===== config.mk =====
export PLATFORM = sky130hd
export DESIGN_NAME = reg_file_sb_flat
export DESIGN_NICKNAME = d
export VERILOG_FILES = /design/src/rtl/reg_file_sb_if.sv /design/src/rtl/reg_file_sb.sv /design/src/flat_wrapper.sv
export SDC_FILE = /design/constraint.sdc
export NUM_CORES = 2
export LEC_CHECK = 0
export BUFFER_PORTS_ARGS = -buffer_cell sky130_fd_sc_hd__clkbuf_2
export CAP_MARGIN = 15
export CORE_UTILIZATION = 55
export DETAILED_ROUTE_END_ITERATION = 10
export GPL_TIMING_DRIVEN = 0
export HOLD_SLACK_MARGIN = 0.12
export PLACE_DENSITY = 0.84
export RECOVER_POWER = 50
export SLEW_MARGIN = 0
export SYNTH_ARGS = -nofsm -noshare
export SYNTH_HDL_FRONTEND = slang
export SYNTH_SLANG_ARGS = --single-unit

===== constraint.sdc =====
create_clock -name clk -period 15.94 [get_ports clk]
set_clock_uncertainty 0.05 [all_clocks]
set_input_delay 3.188 -clock clk [delete_from_list [all_inputs] [get_ports clk]]
set_output_delay 3.188 -clock clk [all_outputs]
set_load 0.03 [all_outputs]

===== src/rtl/reg_file_sb_if.sv =====
// Bus bundle for reg_file_sb: read ports, two byte-enabled
// write ports, pending-set request and pending count.
interface reg_file_sb_if #(
    parameter int DataWidth    = 32,
    parameter int Addres_depth = 5,
    parameter int NumRead      = 2
);
    logic [NumRead*Addres_depth-1:0] RA;
    logic [NumRead*DataWidth-1:0]    RD;
    logic [NumRead-1:0]              RDY;
    logic                            WE0;
    logic [Addres_depth-1:0]         WA0;
    logic [DataWidth-1:0]            WD0;
    logic [DataWidth/8-1:0]          BE0;
    logic                            WE1;
    logic [Addres_depth-1:0]         WA1;
    logic [DataWidth-1:0]            WD1;
    logic [DataWidth/8-1:0]          BE1;
    logic                            SET_EN;
    logic [Addres_depth-1:0]         SET_A;
    logic [Addres_depth:0]           PEND_CNT;

    modport master (
        output RA, WE0, WA0, WD0, BE0,
        output WE1, WA1, WD1, BE1,
        output SET_EN, SET_A,
        input  RD, RDY, PEND_CNT
    );

    modport slave (
        input  RA, WE0, WA0, WD0, BE0,
        input  WE1, WA1, WD1, BE1,
        input  SET_EN, SET_A,
        output RD, RDY, PEND_CNT
    );
endinterface


===== src/rtl/reg_file_sb.sv =====
// Register file with byte-enabled dual write, optional write
// bypass and a per-register pending scoreboard with a count.
module reg_file_sb #(
    parameter int DataWidth    = 32,
    parameter int Depth        = 32,
    parameter int Addres_depth = 5,
    parameter int NumRead      = 2,
    parameter int Forward      = 1
) (
    input  logic         clk,
    input  logic         RST,
    reg_file_sb_if.slave bus
);
    localparam int NB = DataWidth / 8;
    localparam int CW = Addres_depth + 1;

    logic [DataWidth-1:0]    r_mem [Depth];
    logic [Depth-1:0]        r_pend;
    logic [CW-1:0]           r_cnt;

    logic [Depth-1:0]        w_hit0;
    logic [Depth-1:0]        w_hit1;
    logic [Depth-1:0]        w_set;
    logic [Depth-1:0]        w_clr;
    logic                    w_inc;
    logic [1:0]              w_dec;
    int                      w_sum;
    logic [CW-1:0]           w_cnt_nxt;
    logic [Addres_depth-1:0] w_ra [NumRead];
    logic [DataWidth-1:0]    w_rd [NumRead];

    // Register 0 is excluded from every write and set decode
    always_comb begin
        w_hit0 = '0;
        w_hit1 = '0;
        w_set  = '0;
        for (int i = 1; i < Depth; i++) begin
            w_hit0[i] = bus.WE0 && (bus.WA0 == Addres_depth'(i));
            w_hit1[i] = bus.WE1 && (bus.WA1 == Addres_depth'(i));
            w_set[i]  = bus.SET_EN && (bus.SET_A == Addres_depth'(i));
        end
        w_clr = w_hit0 | w_hit1;
    end

    always_comb begin
        w_inc = |(w_set & ~r_pend);
        w_dec = '0;
        for (int i = 0; i < Depth; i++) begin
            if (w_clr[i] && r_pend[i] && !w_set[i]) begin
                w_dec = w_dec + 2'd1;
            end
        end
        w_sum = int'(r_cnt) + (w_inc ? 1 : 0) - int'(w_dec);
        if (w_sum > Depth - 1) begin
            w_sum = Depth - 1;
        end
        if (w_sum < 0) begin
            w_sum = 0;
        end
        w_cnt_nxt = CW'(w_sum);
    end

    always_ff @(posedge clk) begin
        if (RST) begin
            for (int i = 0; i < Depth; i++) begin
                r_mem[i] <= '0;
            end
            r_pend <= '0;
            r_cnt  <= '0;
        end else begin
            for (int i = 1; i < Depth; i++) begin
                for (int b = 0; b < NB; b++) begin
                    if (w_hit1[i] && bus.BE1[b]) begin
                        r_mem[i][b*8 +: 8] <= bus.WD1[b*8 +: 8];
                    end else if (w_hit0[i] && bus.BE0[b]) begin
                        r_mem[i][b*8 +: 8] <= bus.WD0[b*8 +: 8];
                    end
                end
            end
            r_pend <= w_set | (r_pend & ~w_clr);
            r_cnt  <= w_cnt_nxt;
        end
    end

    // Bypass merges port 0 then port 1 bytes over the stored word
    always_comb begin
        bus.RD  = '0;
        bus.RDY = '0;
        for (int k = 0; k < NumRead; k++) begin
            w_ra[k] = bus.RA[k*Addres_depth +: Addres_depth];
            w_rd[k] = r_mem[w_ra[k]];
            if (Forward != 0 && !RST) begin
                for (int b = 0; b < NB; b++) begin
                    if (w_hit1[w_ra[k]] && bus.BE1[b]) begin
                        w_rd[k][b*8 +: 8] = bus.WD1[b*8 +: 8];
                    end else if (w_hit0[w_ra[k]] && bus.BE0[b]) begin
                        w_rd[k][b*8 +: 8] = bus.WD0[b*8 +: 8];
                    end
                end
            end
            if (w_ra[k] == '0) begin
                w_rd[k] = '0;
            end
            bus.RD[k*DataWidth +: DataWidth] = w_rd[k];
            if (RST) begin
                bus.RDY[k] = 1'b1;
            end else if (Forward != 0) begin
                bus.RDY[k] = !r_pend[w_ra[k]] ||
                             (w_clr[w_ra[k]] && !w_set[w_ra[k]]);
            end else begin
                bus.RDY[k] = !r_pend[w_ra[k]];
            end
        end
    end

    assign bus.PEND_CNT = r_cnt;
endmodule

===== src/flat_wrapper.sv =====
// flat-port wrapper written by rule: the top's interface ports become plain ports
module reg_file_sb_flat 
#(
    parameter int DataWidth    = 32,
    parameter int Depth        = 32,
    parameter int Addres_depth = 5,
    parameter int NumRead      = 2,
    parameter int Forward      = 1
)
  (clk, RST, bus_RA, bus_WE0, bus_WA0, bus_WD0, bus_BE0, bus_WE1, bus_WA1, bus_WD1, bus_BE1, bus_SET_EN, bus_SET_A, bus_RD, bus_RDY, bus_PEND_CNT);
  reg_file_sb_if #(.DataWidth(DataWidth), .Addres_depth(Addres_depth), .NumRead(NumRead)) bus_i ();
  input  logic clk;
  input  logic RST;
  input wire logic [$bits(bus_i.RA)-1:0] bus_RA;
  input wire logic [$bits(bus_i.WE0)-1:0] bus_WE0;
  input wire logic [$bits(bus_i.WA0)-1:0] bus_WA0;
  input wire logic [$bits(bus_i.WD0)-1:0] bus_WD0;
  input wire logic [$bits(bus_i.BE0)-1:0] bus_BE0;
  input wire logic [$bits(bus_i.WE1)-1:0] bus_WE1;
  input wire logic [$bits(bus_i.WA1)-1:0] bus_WA1;
  input wire logic [$bits(bus_i.WD1)-1:0] bus_WD1;
  input wire logic [$bits(bus_i.BE1)-1:0] bus_BE1;
  input wire logic [$bits(bus_i.SET_EN)-1:0] bus_SET_EN;
  input wire logic [$bits(bus_i.SET_A)-1:0] bus_SET_A;
  output wire logic [$bits(bus_i.RD)-1:0] bus_RD;
  output wire logic [$bits(bus_i.RDY)-1:0] bus_RDY;
  output wire logic [$bits(bus_i.PEND_CNT)-1:0] bus_PEND_CNT;
  assign bus_i.RA = bus_RA;
  assign bus_i.WE0 = bus_WE0;
  assign bus_i.WA0 = bus_WA0;
  assign bus_i.WD0 = bus_WD0;
  assign bus_i.BE0 = bus_BE0;
  assign bus_i.WE1 = bus_WE1;
  assign bus_i.WA1 = bus_WA1;
  assign bus_i.WD1 = bus_WD1;
  assign bus_i.BE1 = bus_BE1;
  assign bus_i.SET_EN = bus_SET_EN;
  assign bus_i.SET_A = bus_SET_A;
  assign bus_RD = bus_i.RD;
  assign bus_RDY = bus_i.RDY;
  assign bus_PEND_CNT = bus_i.PEND_CNT;
  reg_file_sb #(.DataWidth(DataWidth), .Depth(Depth), .Addres_depth(Addres_depth), .NumRead(NumRead), .Forward(Forward)) u_core (.clk(clk), .RST(RST), .bus(bus_i));
endmodule

# Yosys cells after proc, flatten, opt, wreduce, memory -nomap -nowiden
# Memories as Yosys holds them, arrays and structs flattened.
# Index checks and enable logic that the tools add are counted.
# totals
out_inout_bits	72
memories	1
mem_bits_rw	1024
regBits	38
wordCells	2044
inputBits	102
# mem_list
name	words	width	read_ports	rd_ports_with_merged_regs	wr	line	rtl
u_core.r_mem	32	32	2	0	32	reg_file_sb.sv:17	logic [DataWidth-1:0] r_mem [Depth];
# op_classes
n_bitwise	254
n_lt_le_gt_ge	4
mux	1194
n_addsub	33
eq_ne	93
reduce_logical	463
# ops
op	count
8-bit two-way mux	264
1-bit two-way mux	884
1-bit logical AND	422
1-bit bitwise OR	248
5-bit == test, second input constant	48
32-bit two-way mux	5
5-bit by 4-bit == test with 1-bit output, second input constant	24
32-bit AND	2
32-bit NOT	2
32-bit bitwise OR	2
2-bit two-way mux	31
2-bit by 1-bit adder with 2-bit output, second input constant	30
5-bit by 3-bit == test with 1-bit output, second input constant	12
1-bit binary-select mux with 5-bit select	10
1-bit zero test	35
7-bit by 32-bit adder with 32-bit output	1
32-bit by 6-bit greater-than comparator with 1-bit output, second input constant	1
32-bit by 1-bit less-than comparator with 1-bit output, second input constant	1
32-bit OR reduction	1
32-bit by 3-bit subtractor with 32-bit output	1
5-bit by 2-bit == test with 1-bit output, second input constant	6
5-bit by 1-bit == test with 1-bit output, second input constant	3
5-bit by 6-bit less-than comparator with 1-bit output, second input constant	2
5-bit zero test	2
3 further kinds	4

# Longest topological paths before layout
# logic_depth
word_depth	72
ltp_mapped	49
mapped_depth_nobuf	45

# Least setup slack after synthesis
# OpenSTA, ideal clock, no wires.
# synth_path
kind	in2reg
from	input port bus_WA0[0]
to	register u_core.r_cnt[2] (netlist: u_core.bus.PEND_CNT[2])
t_arrival_ns	12.258
path_slack_ns	3.518
path_stages	48
required_time_ns	15.775
setup_time_ns	0.115
cell_sequence	buf_4 > nor2b_1 > clkbuf_1 > nand2_1 > a21boi_0 > and2_1 > inv_1 > ha_1 > buf_1 > xor2_1 > a21oi_1 > or2_1 > mux2i_1 > a221oi_2 > o31ai_2 > mux2_1 > a21o_1 > or4_1 > (+12 left out) > mux2_2 > a41oi_2 > o21ai_1 > a221o_1 > a311o_1 > o211ai_2 > ha_1 > fa_1 > a21oi_1 > nor2_1 > nor2_1 > inv_1 > a21oi_1 > nor2_1 > nor2_1 > ha_1 > nand4b_1 > o21a_1
# synth_via
elab_chain_cells	71
word_cells_on_any_way	191
# synth_lines
item	line	rtl
from (decl)	flat_wrapper.sv:16	input wire logic [$bits(bus_i.WA0)-1:0] bus_WA0;
5-bit by 1-bit == test with 1-bit output	reg_file_sb.sv:38	w_hit0[i] = bus.WE0 && (bus.WA0 == Addres_depth'(i));
1-bit logical AND	reg_file_sb.sv:38	
32-bit bitwise OR *	reg_file_sb.sv:42	w_clr = w_hit0 | w_hit1;
1-bit logical AND (2 in a row)	reg_file_sb.sv:49	if (w_clr[i] && r_pend[i] && !w_set[i]) begin
2-bit two-way mux	reg_file_sb.sv:49	
2-bit by 1-bit adder with 2-bit output	reg_file_sb.sv:50	w_dec = w_dec + 2'd1;
2-bit two-way mux	reg_file_sb.sv:49	
2-bit by 1-bit adder with 2-bit output	reg_file_sb.sv:50	
(+54 left out)	--	
2-bit two-way mux	reg_file_sb.sv:49	
2-bit by 1-bit adder with 2-bit output	reg_file_sb.sv:50	
2-bit two-way mux *	reg_file_sb.sv:49	
32-bit by 3-bit subtractor with 32-bit output *	reg_file_sb.sv:53	w_sum = int'(r_cnt) + (w_inc ? 1 : 0) - int'(w_dec);
32-bit by 6-bit greater-than comparator with 1-bit output	reg_file_sb.sv:54	if (w_sum > Depth - 1) begin
32-bit two-way mux *	reg_file_sb.sv:54	
32-bit by 1-bit less-than comparator with 1-bit output	reg_file_sb.sv:57	if (w_sum < 0) begin
2-bit OR reduction (no line)	--	
to (signal assigned)	reg_file_sb.sv:81	r_cnt <= w_cnt_nxt;
to (decl)	reg_file_sb.sv:19	logic [CW-1:0] r_cnt;
# Every way passes the cells marked *; elsewhere a longest branch is shown, timed or not.
# A chain may end at the register's enable or synchronous reset.

# Final worst setup path
# layout_path
from	input port bus_WA1[0]
to	register u_core.r_cnt[4] (netlist: u_core.bus.PEND_CNT[4])
# layout_via
elab_chain_cells	71
word_cells_on_any_way	191
# layout_lines
item	line	rtl
from (decl)	flat_wrapper.sv:20	input wire logic [$bits(bus_i.WA1)-1:0] bus_WA1;
5-bit by 1-bit == test with 1-bit output	reg_file_sb.sv:39	w_hit1[i] = bus.WE1 && (bus.WA1 == Addres_depth'(i));
1-bit logical AND	reg_file_sb.sv:39	
32-bit bitwise OR *	reg_file_sb.sv:42	
1-bit logical AND (2 in a row)	reg_file_sb.sv:49	
2-bit two-way mux	reg_file_sb.sv:49	
2-bit by 1-bit adder with 2-bit output	reg_file_sb.sv:50	
2-bit two-way mux	reg_file_sb.sv:49	
2-bit by 1-bit adder with 2-bit output	reg_file_sb.sv:50	
(+54 left out)	--	
2-bit two-way mux	reg_file_sb.sv:49	
2-bit by 1-bit adder with 2-bit output	reg_file_sb.sv:50	
2-bit two-way mux *	reg_file_sb.sv:49	
32-bit by 3-bit subtractor with 32-bit output *	reg_file_sb.sv:53	
32-bit by 6-bit greater-than comparator with 1-bit output	reg_file_sb.sv:54	
32-bit two-way mux *	reg_file_sb.sv:54	
32-bit by 1-bit less-than comparator with 1-bit output	reg_file_sb.sv:57	
2-bit OR reduction (no line)	--	
# Marked as above.

==> flow_metrics.env <==
export IMPL_status="finished, violations left"
export IMPL_violations="max-capacitance violations, max-slew violations"
export IMPL_dp_hpwl_um=266000
export IMPL_grt_max_degree=17
export IMPL_synth_main_ff_cell="edfxtp_1"
export IMPL_r2r_start="u_core.r_pend[1]"
export IMPL_cts_resized=0
export IMPL_period_minus_slack_ns=14.91
export IMPL_synthTopCellsByArea="edfxtp_1, mux4_2, a22o_1"
export IMPL_io_pins=174
export IMPL_fillers=9591
export IMPL_gp_congestion=1.10
export IMPL_cp_slowest_cell="nand2_1"
export IMPL_routed_wl_um=358000
export IMPL_p_leak_nw=25.4
export IMPL_routedWlPerCell_um=46.9
export IMPL_synth_top_cell_by_area="edfxtp_1"
export IMPL_first_iter_violations=12992
export IMPL_fmax_mhz=67.1
export IMPL_ant_nets=0
export IMPL_hp_class="register to register"
export IMPL_syn_nets=5634
export IMPL_ys_ff_latch=1029
export IMPL_rsz0062_at_grt="false"
export IMPL_synth_warnings=0
export IMPL_cp_start_kind="input port"
export IMPL_worst_pin_slew_ns=2.06
export IMPL_stdcell_count=7628
export IMPL_syn_inst=5517
export IMPL_postCtsHoldBufs=0
export IMPL_final_max_slew_viol_count=108
export IMPL_dieWidth_um=357
export IMPL_yosysUniqueCellTypes=111
export IMPL_antenna_found_initial=30
export IMPL_viasPerCell=8.20
export IMPL_crit_fanout=10
export IMPL_grt_pass1_wl_um=473000
export IMPL_synth_edf_count=992
export IMPL_max_slew_margin_rel=-0.381
export IMPL_whs_ns=0.473
export IMPL_critPathKind="input port to register"
export IMPL_reg2regPathDepth=42
export IMPL_synth_top_area_frac=0.430
export IMPL_setup_tns_ns=0
export IMPL_cts_buffers=110
export IMPL_clk_path_buf_depth=3
export IMPL_r2r_setup_slack_ns=5.33
export IMPL_clock_sinks=1029
export IMPL_path_delay_family="compound AO/OA/AOI/OAI gates"
export IMPL_core_area_mm2=0.124
export IMPL_clk_latency_ns=0.79
export IMPL_cts_tree="built"
export IMPL_cap_violations=12
export IMPL_grt_pass1_vias=57799
export IMPL_ir_drop_uv=93.8
export IMPL_period_share=0.935
export IMPL_ys_async_sr_fraction=0
export IMPL_drive_gt1_frac=0.204
export IMPL_setup_viol=0
export IMPL_rr_endpoint="u_core.bus.PEND_CNT[4]"
export IMPL_min_path_cells=2
export IMPL_die_area_mm2=0.127
export IMPL_io_buffers=98
export IMPL_slowest_delay_ns=0.79
export IMPL_arrival_ns=15.55
export IMPL_overflow=0
export IMPL_power_density_mw_per_mm2=98.3
export IMPL_place_inst=7363
export IMPL_min_delay_start="u_core.r_pend[1]"
export IMPL_via_count=62587
export IMPL_crit_top_cell="nor2_1"
export IMPL_cts_max_level=3
export IMPL_postCtsSetupBuffers=0
export IMPL_hold_violations=0
export IMPL_end_kind="register"
export IMPL_syn_area_mm2=0.0693
export IMPL_post_synth_top_count_cell="edfxtp_1"
export IMPL_firstDrtPassIters=9
export IMPL_clk_pin_slew_worst_paths_ns=0.06
export IMPL_synthTopCellsByCount="edfxtp_1, nor2_1, a22o_1"
export IMPL_avgSynthCellArea_um2=12.6
export IMPL_root_buffer="clkbuf_16"
export IMPL_grt_usage=0.554
export IMPL_path_buf_inv=5
export IMPL_yosysSeqAreaShare=0.441
export IMPL_cp_required_ns=16.58
export IMPL_num_nets_final=5994
export IMPL_start_util=0.557
export IMPL_die_height_um=357
export IMPL_p_total_mw=7.62
export IMPL_rows=129
export IMPL_min_to="u_core.r_pend[1]"
export IMPL_drc_errors=0
export IMPL_area_growth_pct=11.9
-- per-layer routing --
metal	GRT usage	part of all wire
met5	0.0293	0.0022
met3	0.283	0.18
met1	0.648	0.32
met2	0.763	0.40
met4	0.436	0.10
-- cell families after synthesis --
logic type	count (synthesis)	synth area share
adder cells (fa/ha/maj)	16	0.00296
multiplexers	1194	0.280
flip-flops	1029	0.441
XOR/XNOR	66	0.0101
AO/OA/AOI/OAI	1317	0.152
other	1	0.0000541
buffers and inverters	696	0.0385
AND/OR/NAND/NOR	1198	0.0755
-- report_power, final --
part / internal [mW] / total (mW) / switching (mW)
Clock: 1.55 / 2.78 / 1.23
Sequential: 3.17 / 3.28 / 0.111
Combinational: 0.542 / 1.56 / 1.02
Total: 5.26 / 7.62 / 2.36
-- layout by cell type, fill, tap and decap left out, types with 15 or more instances in the layout --
| cell type | n |
|---|---|
| buf_2 | 62 |
| dfxtp_1 | 37 |
| inv_1 | 19 |
| nand3_1 | 76 |
| buf_6 | 21 |
| clkbuf_1 | 548 |
| xnor2_1 | 42 |
| a31oi_1 | 16 |
| nor2_1 | 670 |
| xor2_1 | 15 |
| a211o_1 | 127 |
| a21oi_1 | 140 |
| nand2_1 | 248 |
| o21ai_0 | 38 |
| clkbuf_16 | 112 |
| nand2b_1 | 16 |
| a22oi_1 | 76 |
| and2_1 | 31 |
| clkbuf_2 | 108 |
| mux4_2 | 590 |
| o211ai_1 | 20 |
| mux2_2 | 70 |
| buf_4 | 19 |
| and3_1 | 17 |
| mux2i_1 | 532 |
| a211oi_2 | 23 |
| bufinv_16 | 15 |
| a22o_1 | 611 |
| clkinv_1 | 16 |
| a211oi_1 | 59 |
| buf_8 | 58 |
| edfxtp_1 | 992 |
| nor3_1 | 36 |
| buf_1 | 111 |
| o22ai_1 | 86 |
| diode_2 | 26 |
-- layout make-up --
type / instances / area [um2] / area share
tap: 1637 / 2050 / 0.0264
inverter: 19 / 71.3 / 0.000920
buffer: 677 / 2650 / 0.0342
clock inverter: 69 / 875 / 0.0113
antenna: 26 / 65.1 / 0.000839
sequential: 1029 / 30500 / 0.394
timing repair buffer: 248 / 2210 / 0.0286
multi-input combinational: 3792 / 36200 / 0.467
clock buffer: 131 / 2890 / 0.0373
-- metrics by stage --
stage | util | area (um2) | worst slack (ns)
floorplan | - | 69300 | 3.52
global placement | 0.578 | 71800 | 1.16
finish | 0.624 | 77500 | 1.03
CTS | 0.621 | 77100 | 1.79
detailed placement | 0.590 | 73400 | 1.01
global route | 0.623 | 77500 | 0.494
-- worst max path at each step --
stage | from | endpoint | slack [ns] | cells after the start
3_5_place_dp | bus_WA0[1] | u_core.bus.PEND_CNT[4] | 1.01 | 48
4_1_cts | bus_WA0[1] | u_core.bus.PEND_CNT[4] | 1.79 | 48
5_1_grt | bus_WA1[0] | u_core.bus.PEND_CNT[2] | 0.49 | 47
2_1_floorplan | bus_WA0[0] | u_core.bus.PEND_CNT[2] | 3.52 | 48
6_report | bus_WA1[0] | u_core.bus.PEND_CNT[4] | 1.03 | 47
3_3_place_gp | bus_WA0[1] | u_core.bus.PEND_CNT[4] | 1.16 | 48
-- flip-flops by register name, indices dropped and copies added (netlist names) --
signal	count
u_core.r_mem	992
u_core.r_pend	31
u_core.bus.PEND_CNT	6
-- worst register-to-register path, delay by kind of cell (launching register included) --
kind	cells	cell delay (ns)
AO/OA/AOI/OAI	18	4.60
XOR/XNOR	1	0.14
adder cells (fa/ha/maj)	4	1.15
buffers and inverters	3	0.59
flip-flops	1	0.38
multiplexers	2	0.78
AND/OR/NAND/NOR	14	2.81
Note: power is estimated with default switching activity, not from simulation.
